==> src/rtl/branch_predictor_pkg.sv <==
// Shared types and helpers for the branch-direction predictor.
package branch_predictor_pkg;

  // 2-bit saturating counter states
  localparam logic [1:0] SNT = 2'b00;  // strongly not-taken
  localparam logic [1:0] WNT = 2'b01;  // weakly not-taken
  localparam logic [1:0] WT  = 2'b10;  // weakly taken
  localparam logic [1:0] ST  = 2'b11;  // strongly taken

  // Next counter state after a resolved outcome; saturates at both ends.
  function automatic logic [1:0] sat_update(input logic [1:0] ctr, input logic taken);
    if (taken) begin
      return (ctr == ST) ? ST : ctr + 2'b01;
    end
    return (ctr == SNT) ? SNT : ctr - 2'b01;
  endfunction

  // Word-aligned table index, zero-extended to 32 bits; caller keeps the low index_bits.
  function automatic logic [31:0] pc_index(input logic [31:0] pc, input int unsigned index_bits);
    return (pc >> 2) & ((32'd1 << index_bits) - 32'd1);
  endfunction

endpackage

==> src/rtl/branch_predictor_bht_ram.sv <==
// Branch history table: 2-bit counters with async read, sync read-modify-write
// training port and a same-index bypass so the reader sees this cycle's update.
module branch_predictor_bht_ram
  import branch_predictor_pkg::*;
#(
  parameter int unsigned INDEX_BITS = 6,
  parameter logic [1:0]  INIT_STATE = WNT
) (
  input  logic                  clk,
  input  logic                  rst,
  input  logic [INDEX_BITS-1:0] rd_idx,
  output logic [1:0]            rd_data,
  input  logic                  wr_en,
  input  logic [INDEX_BITS-1:0] wr_idx,
  input  logic                  wr_taken
);

  localparam int unsigned Entries = 2 ** INDEX_BITS;

  logic [1:0] mem_q [Entries];
  logic [1:0] wr_next;

  // Trained value for the entry being written, and bypassed read
  always_comb begin
    wr_next = sat_update(mem_q[wr_idx], wr_taken);
    rd_data = (wr_en && (wr_idx == rd_idx)) ? wr_next : mem_q[rd_idx];
  end

  // Counter array: async reset to the initial state, one write per cycle
  always_ff @(posedge clk or posedge rst) begin
    if (rst) begin
      for (int i = 0; i < int'(Entries); i++) begin
        mem_q[i] <= INIT_STATE;
      end
    end else if (wr_en) begin
      mem_q[wr_idx] <= wr_next;
    end
  end

endmodule

==> src/rtl/branch_predictor.sv <==
// Dynamic branch-direction predictor: predicts in ID, trains and counts in EX.
module branch_predictor
  import branch_predictor_pkg::*;
#(
  parameter int unsigned INDEX_BITS = 6,
  parameter logic [1:0]  INIT_STATE = WNT
) (
  input  logic        clk,
  input  logic        rst,
  input  logic [31:0] PC_Addr_ID,
  input  logic        Branch_ID,
  output logic        BranchPredict_ID,
  input  logic        stall,
  input  logic        Branch_Ex,
  input  logic        BranchPredict_Ex,
  input  logic [31:0] PC_Addr_out_Ex,
  input  logic        Taken_Ex,
  output logic        Mispredict_Ex,
  output logic [31:0] BranchCount,
  output logic [31:0] MispredictCount
);

  logic [31:0]           idx_id_full;
  logic [31:0]           idx_ex_full;
  logic [INDEX_BITS-1:0] idx_id;
  logic [INDEX_BITS-1:0] idx_ex;
  logic [1:0]            ctr_id;
  logic                  upd;
  logic [31:0]           branch_count_q;
  logic [31:0]           mispredict_count_q;
  logic                  unused_idx_bits;

  // Index extraction, update gating and output decode
  always_comb begin
    idx_id_full      = pc_index(PC_Addr_ID, INDEX_BITS);
    idx_ex_full      = pc_index(PC_Addr_out_Ex, INDEX_BITS);
    idx_id           = idx_id_full[INDEX_BITS-1:0];
    idx_ex           = idx_ex_full[INDEX_BITS-1:0];
    // A stalled EX branch is trained and counted only on its unstalled cycle
    upd              = Branch_Ex & ~stall & ~rst;
    BranchPredict_ID = ~rst & Branch_ID & ctr_id[1];
    // Not qualified by stall; the flush logic does that
    Mispredict_Ex    = ~rst & Branch_Ex & (Taken_Ex != BranchPredict_Ex);
  end

  assign unused_idx_bits = ^{idx_id_full[31:INDEX_BITS], idx_ex_full[31:INDEX_BITS]};

  branch_predictor_bht_ram #(
    .INDEX_BITS (INDEX_BITS),
    .INIT_STATE (INIT_STATE)
  ) u_bht_ram (
    .clk      (clk),
    .rst      (rst),
    .rd_idx   (idx_id),
    .rd_data  (ctr_id),
    .wr_en    (upd),
    .wr_idx   (idx_ex),
    .wr_taken (Taken_Ex)
  );

  // Performance counters, wrapping modulo 2**32
  always_ff @(posedge clk or posedge rst) begin
    if (rst) begin
      branch_count_q     <= '0;
      mispredict_count_q <= '0;
    end else if (upd) begin
      branch_count_q <= branch_count_q + 32'd1;
      if (Mispredict_Ex) begin
        mispredict_count_q <= mispredict_count_q + 32'd1;
      end
    end
  end

  assign BranchCount     = branch_count_q;
  assign MispredictCount = mispredict_count_q;

endmodule

==> config.mk <==
export PLATFORM = sky130hd
export DESIGN_NAME = branch_predictor
export DESIGN_NICKNAME = d
export VERILOG_FILES = /design/src/rtl/branch_predictor_pkg.sv /design/src/rtl/branch_predictor_bht_ram.sv /design/src/rtl/branch_predictor.sv
export SDC_FILE = /design/constraint.sdc
export NUM_CORES = 1
export LEC_CHECK = 0
export CAP_MARGIN = 10
export CORE_AREA = 5 5 131 183
export DETAILED_ROUTE_END_ITERATION = 8
export DIE_AREA = 0 0 136 188
export GPL_TIMING_DRIVEN = 1
export PLACE_DENSITY = 0.78
export SLEW_MARGIN = 15
export SYNTH_ARGS = -nofsm -noshare
export SYNTH_HDL_FRONTEND = slang
export SYNTH_SLANG_ARGS = --single-unit
==> constraint.sdc <==
create_clock -name clk -period 14.7 [get_ports clk]
set_input_delay 2.205 -clock clk [delete_from_list [all_inputs] [get_ports clk]]
set_output_delay 2.205 -clock clk [all_outputs]
set_load 0.01 [all_outputs]
==> metrics.txt <==
sequential area share after synthesis=49.73%; final WL=25.01 mm; Hold WC Path Type=flip-flop to flip-flop; routed length per instance=roughly 18 um; largest net degree at the start of global routing=115; period utilization=57.14%; Warnings, synthesis=0; initial antenna violation count=0; final net count=~1.1k; Starting Density=44.24%; number of global-route vias before repair=7,671; Net Count, Synth=between 1k and 1.5k; H-tree depth=4; Pleak=4.669 nW; RSZ-0062 raised after global routing=false; Pwr Density=107.1 mW/mm^2; Synth Instances=994; Post-synth EDFFs=0; core area=about 0.022 sq mm; share of layout cells above drive strength 1=14.39%; CTS Hold Buffers Added=0; n_diodes=0; VDD IR max=roughly 0.091 mV; Tmin final=8399 ps; CP startpoint kind=primary input; Netlist cell types=54; most numerous cell on the critical path=clkdlybuf4s50_1; clk slew on worst S/H paths=70 ps; pre-CTS WS=6444 ps; mux cell area share after synthesis=between 10% and 20%; global-route wire length before repair=40.35 mm; Final HPWL DP=approximately 16 mm; Total GRT Usage=about a fifth; # IOs=137; most frequent cells in the layout=153 x nor2_1, 128 x dfrtp_1, 128 x nand2_1, 82 x clkdlybuf4s50_1, 71 x o21ai_0; number of nets with antenna violations after routing=0; CP peak stage delay=960 ps; Synth Register Bits=192; CP max FO=21; critical path type=primary input to primary output; via count=7,702; Worst Clk Skew=~11 ps; Slew HR=about a quarter; Slew Limit Fails=0; adder and majority gate portion of the synthesized area=0.4713%; final hold vios=0; simple-gate share of the synthesized area=17.74%; Placer Congestion=0.8453; Port Buf Inserts=84; total die area=around 0.026 sq mm; Primary FF master, synth=dfrtp_1; DR DRC count=0; vias per cell=5.676; Iter 0 DRT Violations=around 690; Synth Area in Compound Gates=a little under an eighth; total gr overflow=0; post-CTS sizing=0; crit path cell chain=clkdlybuf4s50_1 > nand3_1 > a211oi_1 > nor4_1 > maj3_2 > a2111oi_0 > clkdlybuf4s50_1; outcome=finished, final reports clean; clock latency on the worst-skew pair=between 400 and 500 ps; Post-Synth XOR/XNOR Area=6.152%; Crit. End Element=primary output; endpoints failing setup=0; setup TNS=0 ps; largest family of logic cells by synthesized area=simple AND/OR/NAND/NOR gates; Clock Root Buffer=clkbuf_16; TritonRoute pass-1 iters=5; post-route setup slack=about 6300 ps; fmax=~0.12 GHz; die height=188 um; max-cap violation count=0; Die W=136 um; CTS Buffer Depth=2; Slowest cell on crit path=clkdlybuf4s50_1; crit path DAT=6190 ps; area grow syn2layout=16.14%; CTS tree=yes; slew of the pin with the lowest slew margin=approximately 1100 ps; area of the mapped netlist=0.009823 sq mm; most common cell after layout, fill and taps aside=nor2_1; TritonCTS sink count=192; FP Rows=65; post-synthesis async set-or-reset flop share=between 90% and 100%; CTS Buf Count=17; syn avg cell area=9.882 sq um; post-CTS setup buffer count=0; WP data required=12,490 ps
==> through the flow <==
stage | area (sq um) | total power, W | utilization (%) | hold slack, ps | cells
floorplan | 9823 | 0.0007082 | - | 453.5 | 994
global placement | 10840 | 0.0007673 | 48.81 | 460.3 | 1325
detailed placement | 10840 | 0.0007740 | 48.81 | 464.8 | 1325
CTS | 11410 | 0.001227 | 51.38 | 477.9 | 1357
global route | 11410 | 0.001266 | 51.38 | 497.8 | 1357
finish | 11410 | 0.001221 | 51.38 | 471.5 | 1357
==> cell type report <==
type,count,area (sq um)
Multi-Input combinational cell,724,4613
Inverter,15,63.81
Timing Repair Buffer,93,898.4
Sequential cell,192,4885
Fill cell,1919,10790
Clock buffer,23,489.2
Tap cell,301,376.6
Clock inverter,9,82.58
==> path summary, 6_finish.rpt <==
check | start | end | slack [ps] | cells past startpoint
hold / removal | BranchCount[31] | BranchCount[31] | 470 | 1
hold reg to reg | BranchCount[31] | BranchCount[31] | 470 | 1
setup reg to reg | u_bht_ram.mem_q[48] | u_bht_ram.mem_q[44] | 11230 | 7
min in group asynchronous | rst | u_bht_ram.mem_q[107] | 2510 | 2
max in group asynchronous | rst | BranchCount[12] | 10710 | 3
setup / recovery | PC_Addr_out_Ex[6] | BranchPredict_ID | 6300 | 7
==> cell families after synthesis <==
group                    after synthesis
AO/OA/AOI/OAI                        194
adder cells (fa/ha/maj)                4
buffers and inverters                 78
flip-flops                           192
multiplexers                          65
XOR/XNOR                              69
AND/OR/NAND/NOR                      392
==> registers in the layout (all words and copies together), names as in the netlist <==
name / cells
BranchCount: 32
u_bht_ram.mem_q: 128
MispredictCount: 32
==> power by group <==
group | internal [W] | leakage, nW | switching, W
clock | 0.000252 | 0.278 | 0.000203
sequential | 0.000572 | 2.38 | 0.0000328
combinational | 0.0000709 | 2.01 | 0.0000907
==> metal layers <==
metal | track usage [%] | vias up | part of all wire, %
met4 | 9.038 | 0 | 3.2
met3 | 3.060 | 59 | 4.7
met2 | 33.67 | 255 | 52
li1 | - | 3577 | -
met5 | 0 | - | 0
met1 | 25.11 | 3811 | 40
==> synth_stat cells, types with 3 or more instances <==
cell / count / area share (%)
nor2_1: 153 / 5.8
dfrtp_1: 128 / 33
nand2_1: 128 / 4.9
o21ai_0: 71 / 3.6
a21oi_1: 67 / 3.4
dfstp_2: 64 / 17
xnor2_1: 43 / 3.8
clkbuf_1: 36 / 1.4
mux4_2: 28 / 6.4
nand3_1: 27 / 1.4
xor2_1: 26 / 2.3
mux2i_1: 25 / 2.5
o31ai_1: 19 / 1.5
and3_1: 18 / 1.1
nand4_1: 17 / 1.1
inv_1: 15 / 0.57
buf_1: 11 / 0.42
a22oi_1: 10 / 0.76
buf_2: 9 / 0.46
nor3_1: 9 / 0.46
mux2_2: 8 / 0.92
nor3b_1: 6 / 0.46
nor4_1: 6 / 0.38
a31oi_1: 5 / 0.32
nor2b_1: 5 / 0.32
and3b_1: 4 / 0.36
clkbuf_2: 4 / 0.20
mux4_1: 4 / 1.1
a221oi_1: 3 / 0.27
a32oi_1: 3 / 0.27
and2_1: 3 / 0.19
and4_1: 3 / 0.27
buf_6: 3 / 0.34
o2bb2ai_1: 3 / 0.27
or3b_2: 3 / 0.27
==> critical path: cells and delay by family <==
kind            cells  cell delay [ps]
compound gates      2             1100
buf+inv             2             1570
simple gates        2              930
fa+ha+maj           1              370
(Power assumes the default switching activity.)
